--- src/rtl/pll_lock_supervisor_pkg.sv ---
// Shared definitions for the PLL lock supervisor: FSM state encodings,
// the retry counter width and a small helper used to size the shared counter.
package pll_lock_supervisor_pkg;

  localparam int RETRY_W = 4;

  typedef enum logic [2:0] {
    ST_RESET_PLL = 3'd0,
    ST_WAIT_LOCK = 3'd1,
    ST_QUALIFY   = 3'd2,
    ST_RUN       = 3'd3,
    ST_FAIL      = 3'd4
  } state_t;

  // Largest of three values; used to size the counter shared by all timed states.
  function automatic int max3(input int a, input int b, input int c);
    int m;
    m = a;
    if (b > m) m = b;
    if (c > m) m = c;
    return m;
  endfunction

endpackage

--- src/rtl/pll_lock_supervisor_sync_bit.sv ---
// Single-bit multi-flop synchronizer with a synchronous clear.
// Used to bring the asynchronous PLL lock flag into the reference clock domain.
module sync_bit #(
  parameter int STAGES = 2
) (
  input  logic clk,
  input  logic clr,
  input  logic d,
  output logic q
);

  logic [STAGES-1:0] chain;

  // Shift the input through the chain; clear forces a known "not locked" view.
  always_ff @(posedge clk) begin
    if (clr) chain <= '0;
    else     chain <= {chain[STAGES-2:0], d};
  end

  assign q = chain[STAGES-1];

endmodule

--- src/rtl/pll_lock_supervisor.sv ---
// PLL lock supervisor: holds the PLL in reset, waits for a synchronized lock,
// qualifies it for a stable window, then releases the audio-domain reset.
// Lock timeouts retry the PLL up to MAX_RETRIES times before latching FAIL;
// losing lock in RUN re-sequences from RESET_PLL and sets a sticky flag.
//
// Control interface: rearm is a single-cycle request pulse with no
// acknowledge; it is only acted on in FAIL and ignored in every other state.
// The current FSM state is available on the internal signal "state".
module pll_lock_supervisor
  import pll_lock_supervisor_pkg::*;
#(
  parameter int PLL_RESET_CYCLES    = 16,
  parameter int LOCK_TIMEOUT_CYCLES = 4096,
  parameter int LOCK_STABLE_CYCLES  = 256,
  parameter int MAX_RETRIES         = 7,
  parameter int SYNC_STAGES         = 2
) (
  input  logic               inclk0,
  input  logic               areset,
  input  logic               pll_locked,
  input  logic               rearm,
  output logic               pll_areset,
  output logic               sys_reset,
  output logic               ready,
  output logic               lock_fail,
  output logic               lock_lost,
  output logic [RETRY_W-1:0] retry_count
);

  // One counter serves every timed state, so it is sized for the longest dwell.
  localparam int CNT_MAX = max3(PLL_RESET_CYCLES - 1, LOCK_TIMEOUT_CYCLES - 1,
                                LOCK_STABLE_CYCLES - 1);
  localparam int CNT_W   = (CNT_MAX < 1) ? 1 : $clog2(CNT_MAX + 1);

  localparam logic [CNT_W-1:0]   RST_LAST  = CNT_W'(PLL_RESET_CYCLES - 1);
  localparam logic [CNT_W-1:0]   TO_LAST   = CNT_W'(LOCK_TIMEOUT_CYCLES - 1);
  localparam logic [CNT_W-1:0]   STB_LAST  = CNT_W'(LOCK_STABLE_CYCLES - 1);
  localparam logic [RETRY_W-1:0] RETRY_MAX = RETRY_W'(MAX_RETRIES);

  state_t           state;
  state_t           state_n;
  logic [CNT_W-1:0] cnt;
  logic [CNT_W-1:0] cnt_n;
  logic             retry_inc;
  logic             retry_clr;
  logic             lost_set;
  logic             locked_s;

  // The FSM only ever looks at the synchronized lock flag.
  sync_bit #(
    .STAGES (SYNC_STAGES)
  ) u_lock_sync (
    .clk (inclk0),
    .clr (areset),
    .d   (pll_locked),
    .q   (locked_s)
  );

  // Next-state, counter and side-effect decode for the supervisor FSM.
  always_comb begin
    state_n   = state;
    retry_inc = 1'b0;
    retry_clr = 1'b0;
    lost_set  = 1'b0;
    case (state)
      ST_RESET_PLL: begin
        if (cnt == RST_LAST) state_n = ST_WAIT_LOCK;
      end
      ST_WAIT_LOCK: begin
        if (locked_s) begin
          state_n = ST_QUALIFY;
        end else if (cnt == TO_LAST) begin
          if (retry_count == RETRY_MAX) begin
            state_n = ST_FAIL;
          end else begin
            state_n   = ST_RESET_PLL;
            retry_inc = 1'b1;
          end
        end
      end
      ST_QUALIFY: begin
        // A dropout restarts the lock wait with a fresh timeout but costs no retry.
        if (!locked_s)            state_n = ST_WAIT_LOCK;
        else if (cnt == STB_LAST) state_n = ST_RUN;
      end
      ST_RUN: begin
        if (!locked_s) begin
          state_n  = ST_RESET_PLL;
          lost_set = 1'b1;
        end
      end
      ST_FAIL: begin
        if (rearm) begin
          state_n   = ST_RESET_PLL;
          retry_clr = 1'b1;
        end
      end
      default: state_n = ST_RESET_PLL;
    endcase

    if (state_n == ST_RUN && state != ST_RUN) retry_clr = 1'b1;

    // Counter restarts on every state change; it idles in the untimed states.
    if (state_n != state)                       cnt_n = '0;
    else if (state == ST_RUN || state == ST_FAIL) cnt_n = cnt;
    else                                        cnt_n = cnt + 1'b1;
  end

  // State, counters and outputs; outputs decode the next state so they move with it.
  always_ff @(posedge inclk0) begin
    if (areset) begin
      state       <= ST_RESET_PLL;
      cnt         <= '0;
      retry_count <= '0;
      lock_lost   <= 1'b0;
      pll_areset  <= 1'b1;
      sys_reset   <= 1'b1;
      ready       <= 1'b0;
      lock_fail   <= 1'b0;
    end else begin
      state <= state_n;
      cnt   <= cnt_n;
      if (retry_clr)      retry_count <= '0;
      else if (retry_inc) retry_count <= retry_count + 1'b1;
      if (lost_set) lock_lost <= 1'b1;
      pll_areset <= (state_n == ST_RESET_PLL) || (state_n == ST_FAIL);
      sys_reset  <= (state_n != ST_RUN);
      ready      <= (state_n == ST_RUN);
      lock_fail  <= (state_n == ST_FAIL);
    end
  end

endmodule
--- config.mk ---
export PLATFORM = sky130hd
export DESIGN_NAME = pll_lock_supervisor
export DESIGN_NICKNAME = d
export VERILOG_FILES = /design/src/rtl/pll_lock_supervisor_pkg.sv /design/src/rtl/pll_lock_supervisor_sync_bit.sv /design/src/rtl/pll_lock_supervisor.sv
export SDC_FILE = /design/constraint.sdc
export NUM_CORES = 1
export LEC_CHECK = 0
export CORE_UTILIZATION = 50
export CTS_CLUSTER_SIZE = 40
export DETAILED_ROUTE_END_ITERATION = 16
export GPL_ROUTABILITY_DRIVEN = 0
export PLACE_DENSITY = 0.71
export SLEW_MARGIN = 20
export SYNTH_ARGS = -nofsm -noshare
export SYNTH_HDL_FRONTEND = slang
export SYNTH_SLANG_ARGS = --single-unit
--- constraint.sdc ---
create_clock -name inclk0 -period 2.8 [get_ports inclk0]
set_input_delay 0.42 -clock inclk0 [delete_from_list [all_inputs] [get_ports inclk0]]
set_output_delay 0.42 -clock inclk0 [all_outputs]
set_load 0.005 [all_outputs]
==> metrics.md <==
| Metric | Value |
|---|---|
| Crit path time final | roughly 2400 ps |
| Post-synth top cells | dfxtp_1, nor3_1, xor2_1, nand2_1, nor2_1 |
| Core region area | 2276 µm² |
| Placed insts | 173 |
| Mapped Nets | 144 |
| Setup violators final | 0 |
| Clock Tree Root | clkbuf_4 |
| Leading area contributor after synthesis | dfxtp_1 |
| Hold Fails Final Rpt | 0 |
| Reg2Reg Depth | 6 |
| Clock sink total | 26 |
| Area growth, synth to finish | 14.89% |
| DR top layer | met4 |
| Htree depth | 1 |
| Startpoint types | flip-flop |
| Antenna-violating nets left | 0 |
| Seq/Total Area, Yosys | 0.4185 |
| RSZ-0062 raised after global routing | false |
| CTS buffer count | 3 |
| P_sw | about 0.13 mW |
| DP Worst Slack | 425.0 ps |
| Synth Cell Area | 1244 µm² |
| Setup tns final | 0 ps |
| Synth top area cells | dfxtp_1, nor3_1, xor2_1 |
| Reg-to-Reg Start | cnt[0] |
| Met3 wire length | 75 µm |
| Vias | 1049 |
| DR DRC count | 0 |
| Final period util | 0.8645 |
| Hold Path Class | flip-flop to flip-flop |
| Post-CTS setup buffers | 0 |
| Vias in the first global route | 964 |
| M1 wire length | about 1200 µm |
| Max Cap Viol | 0 |
| Metal2 WL | ~1200 µm |
| Clock Power Share | 0.389 |
| Drt pass-1 iters | 4 |
| Overall routing resource usage | 0.2124 |
| Clock Latency Late Sink | 320 ps |
| Post-Synthesis Cells | 138 |
| Skew final | 7.042 ps |
| First-pass GRT wire length | approximately 4300 µm |
| Drt wl/cell | 14.07 µm |
| Grt total ovfl | 0 |
| Layout cell share with drive strength beyond 1 | 0.08054 |
| Slew Limit Fails | 0 |
| Max Root-Sink Buffers | 2 |
| Antenna violations before repair | 0 |
| Power per Cell Area | 464.8 nW/µm² |
| Largest net degree at the start of global routing | 16 |
| Via density per instance | around 5.9 |
| # IOs | 13 |
| Placed Area | around 1400 µm² |
| Leak | 0.4925 nW |
| Comb pwr share | 0.038 |
| CP required | about 3000 ps |
| Critical Path Source | cnt[0] |
| Max_slew headroom | 0.5820 |
| Die Y | 51.88 µm |
| Worst-margin pin slew | 624.7 ps |
| ANT cells | 0 |
| # resized after CTS | 0 |
| Reg-to-reg slack, setup | roughly 380 ps |
| Fin worst setup slack | 379.4 ps |
| CP Data Arrival Time | about 2600 ps |
| Pint | 0.5324 mW |
| Post-CTS Hold Fix Bufs | 0 |
| Top FF cell, synth | dfxtp_1 |
| Non-Filler Instances | 177 |
| Final net count | 156 |
| Crit path capture | cnt[5] |
| Switching part of the total | 0.1983 |
| DPL Wire Length | 1796 µm |
| Fin Hold WS | 467.6 ps |
| Setup Crit Path Kind | flip-flop to flip-flop |
| Status | completed |
| Worst VDD drop | 0.0003242 V |
| Initial Utilization | 0.5465 |
| Buffers on Ports | 12 |
| Sequential Power Share | 0.573 |
| CP max FO | 12 |
| FF-to-FF End | cnt[5] |
| CTS tree | done |
| Synth cell types | 39 |
| Warnings from Yosys | 0 |
| Fin area | 1429 µm² |
| Reg clk slew, reported paths | between 100 and 150 ps |
| Row count | 17 |
| Drt total wl | 2491 µm |
| FMAX | a little over 0.4 GHz |
| Drt first-iter violations | 44 |
| Die ar. | 2691 µm² |
| Most common cell in the synthesized netlist | dfxtp_1 |
| Die X | about 52 µm |
| Ys async rst share | 0 |
| Share of the synthesized area in the top cell type | 0.4185 |
| Number of synthesized flops with an enable pin | 0 |
| Syn avg cell area | between 9 and 10 µm² |
| Worst Setup End Kind | flip-flop |
| #FFs+latches synth | 26 |
[layout by cell type, fill, tap and decap left out, types with 2 or more instances in the layout]
| cell | instances |
|---|---|
| nand4_1 | 4 |
| clkbuf_4 | 3 |
| nor3_1 | 18 |
| ha_1 | 2 |
| clkdlybuf4s50_1 | 12 |
| dfxtp_1 | 26 |
| mux2i_1 | 3 |
| nor2_1 | 8 |
| nor2b_1 | 2 |
| nand2_1 | 9 |
| nand3_1 | 7 |
| and3_1 | 3 |
| and3b_1 | 2 |
| inv_1 | 5 |
| nor4b_1 | 2 |
| xnor2_1 | 4 |
| nor4_1 | 3 |
| xor2_1 | 10 |
| a21oi_1 | 5 |
[worst min-delay path by stage]
stage | end | slack [ps] | start | cells after the start
final | u_lock_sync.chain[1] | 470 | u_lock_sync.chain[0] | 1
after global routing | u_lock_sync.chain[1] | 490 | u_lock_sync.chain[0] | 1
after CTS | u_lock_sync.chain[1] | 470 | u_lock_sync.chain[0] | 1
after detailed placement | u_lock_sync.chain[1] | 440 | u_lock_sync.chain[0] | 1
after global placement | u_lock_sync.chain[1] | 420 | u_lock_sync.chain[0] | 1
after floorplan | u_lock_sync.chain[1] | 410 | u_lock_sync.chain[0] | 1
[state kept, by name, indices dropped and copies added, names as in the netlist]
signal and cells:
ready 1, state 3, u_lock_sync.chain 2, cnt 12, pll_areset 1, retry_count 4, lock_fail 1, lock_lost 1
sys_reset 1
[metal layers]
metal,up-vias,track usage
met5,-,0
met2,22,0.3248
met4,0,0.09459
met3,4,0.02924
li1,524,-
met1,499,0.2945
[power groups by stage]
stage	clock [mW]	sequential, mW	combinational [mW]
floorplan	0	0.387	0.0170
global placement	0	0.388	0.0248
detailed placement	0	0.388	0.0252
CTS	0.259	0.380	0.0255
global route	0.273	0.381	0.0296
finish	0.258	0.380	0.0255
[final cells by class]
class	instances	area, µm²
multi-input combinational	101	674.4
fill	193	847.1
inverter	5	18.77
tap	28	35.03
clock inverter	1	30.03
clock buffer	3	22.52
sequential	26	520.5
timing repair buffer	13	127.6
[metrics by stage]
step,total power [mW],util
CTS,0.6646,0.6278
global placement,0.4127,0.6047
floorplan,0.4041,-
global route,0.6840,0.6278
detailed placement,0.4136,0.6047
finish,0.6641,0.6278
[critical path, stage by stage, from the launching register on]
cell	delay, ps
dfxtp_1	400
ha_1	230
nand4_1	180
or3_1	390
a222oi_1	500
a2bb2oi_2	480
nor3_1	130
[cell families (layout without fill, tap and decap cells)]
family          Yosys count  in the layout  synth area share
mux                       3              3           0.02415
fa+ha+maj                 2              2           0.02012
xor+xnor                 14             14           0.09859
buf+inv                  11             22           0.03924
simple gates             66             66            0.2968
compound gates           16             16            0.1026
flops                    26             26            0.4185
Power figures use the tool's default switching activity.
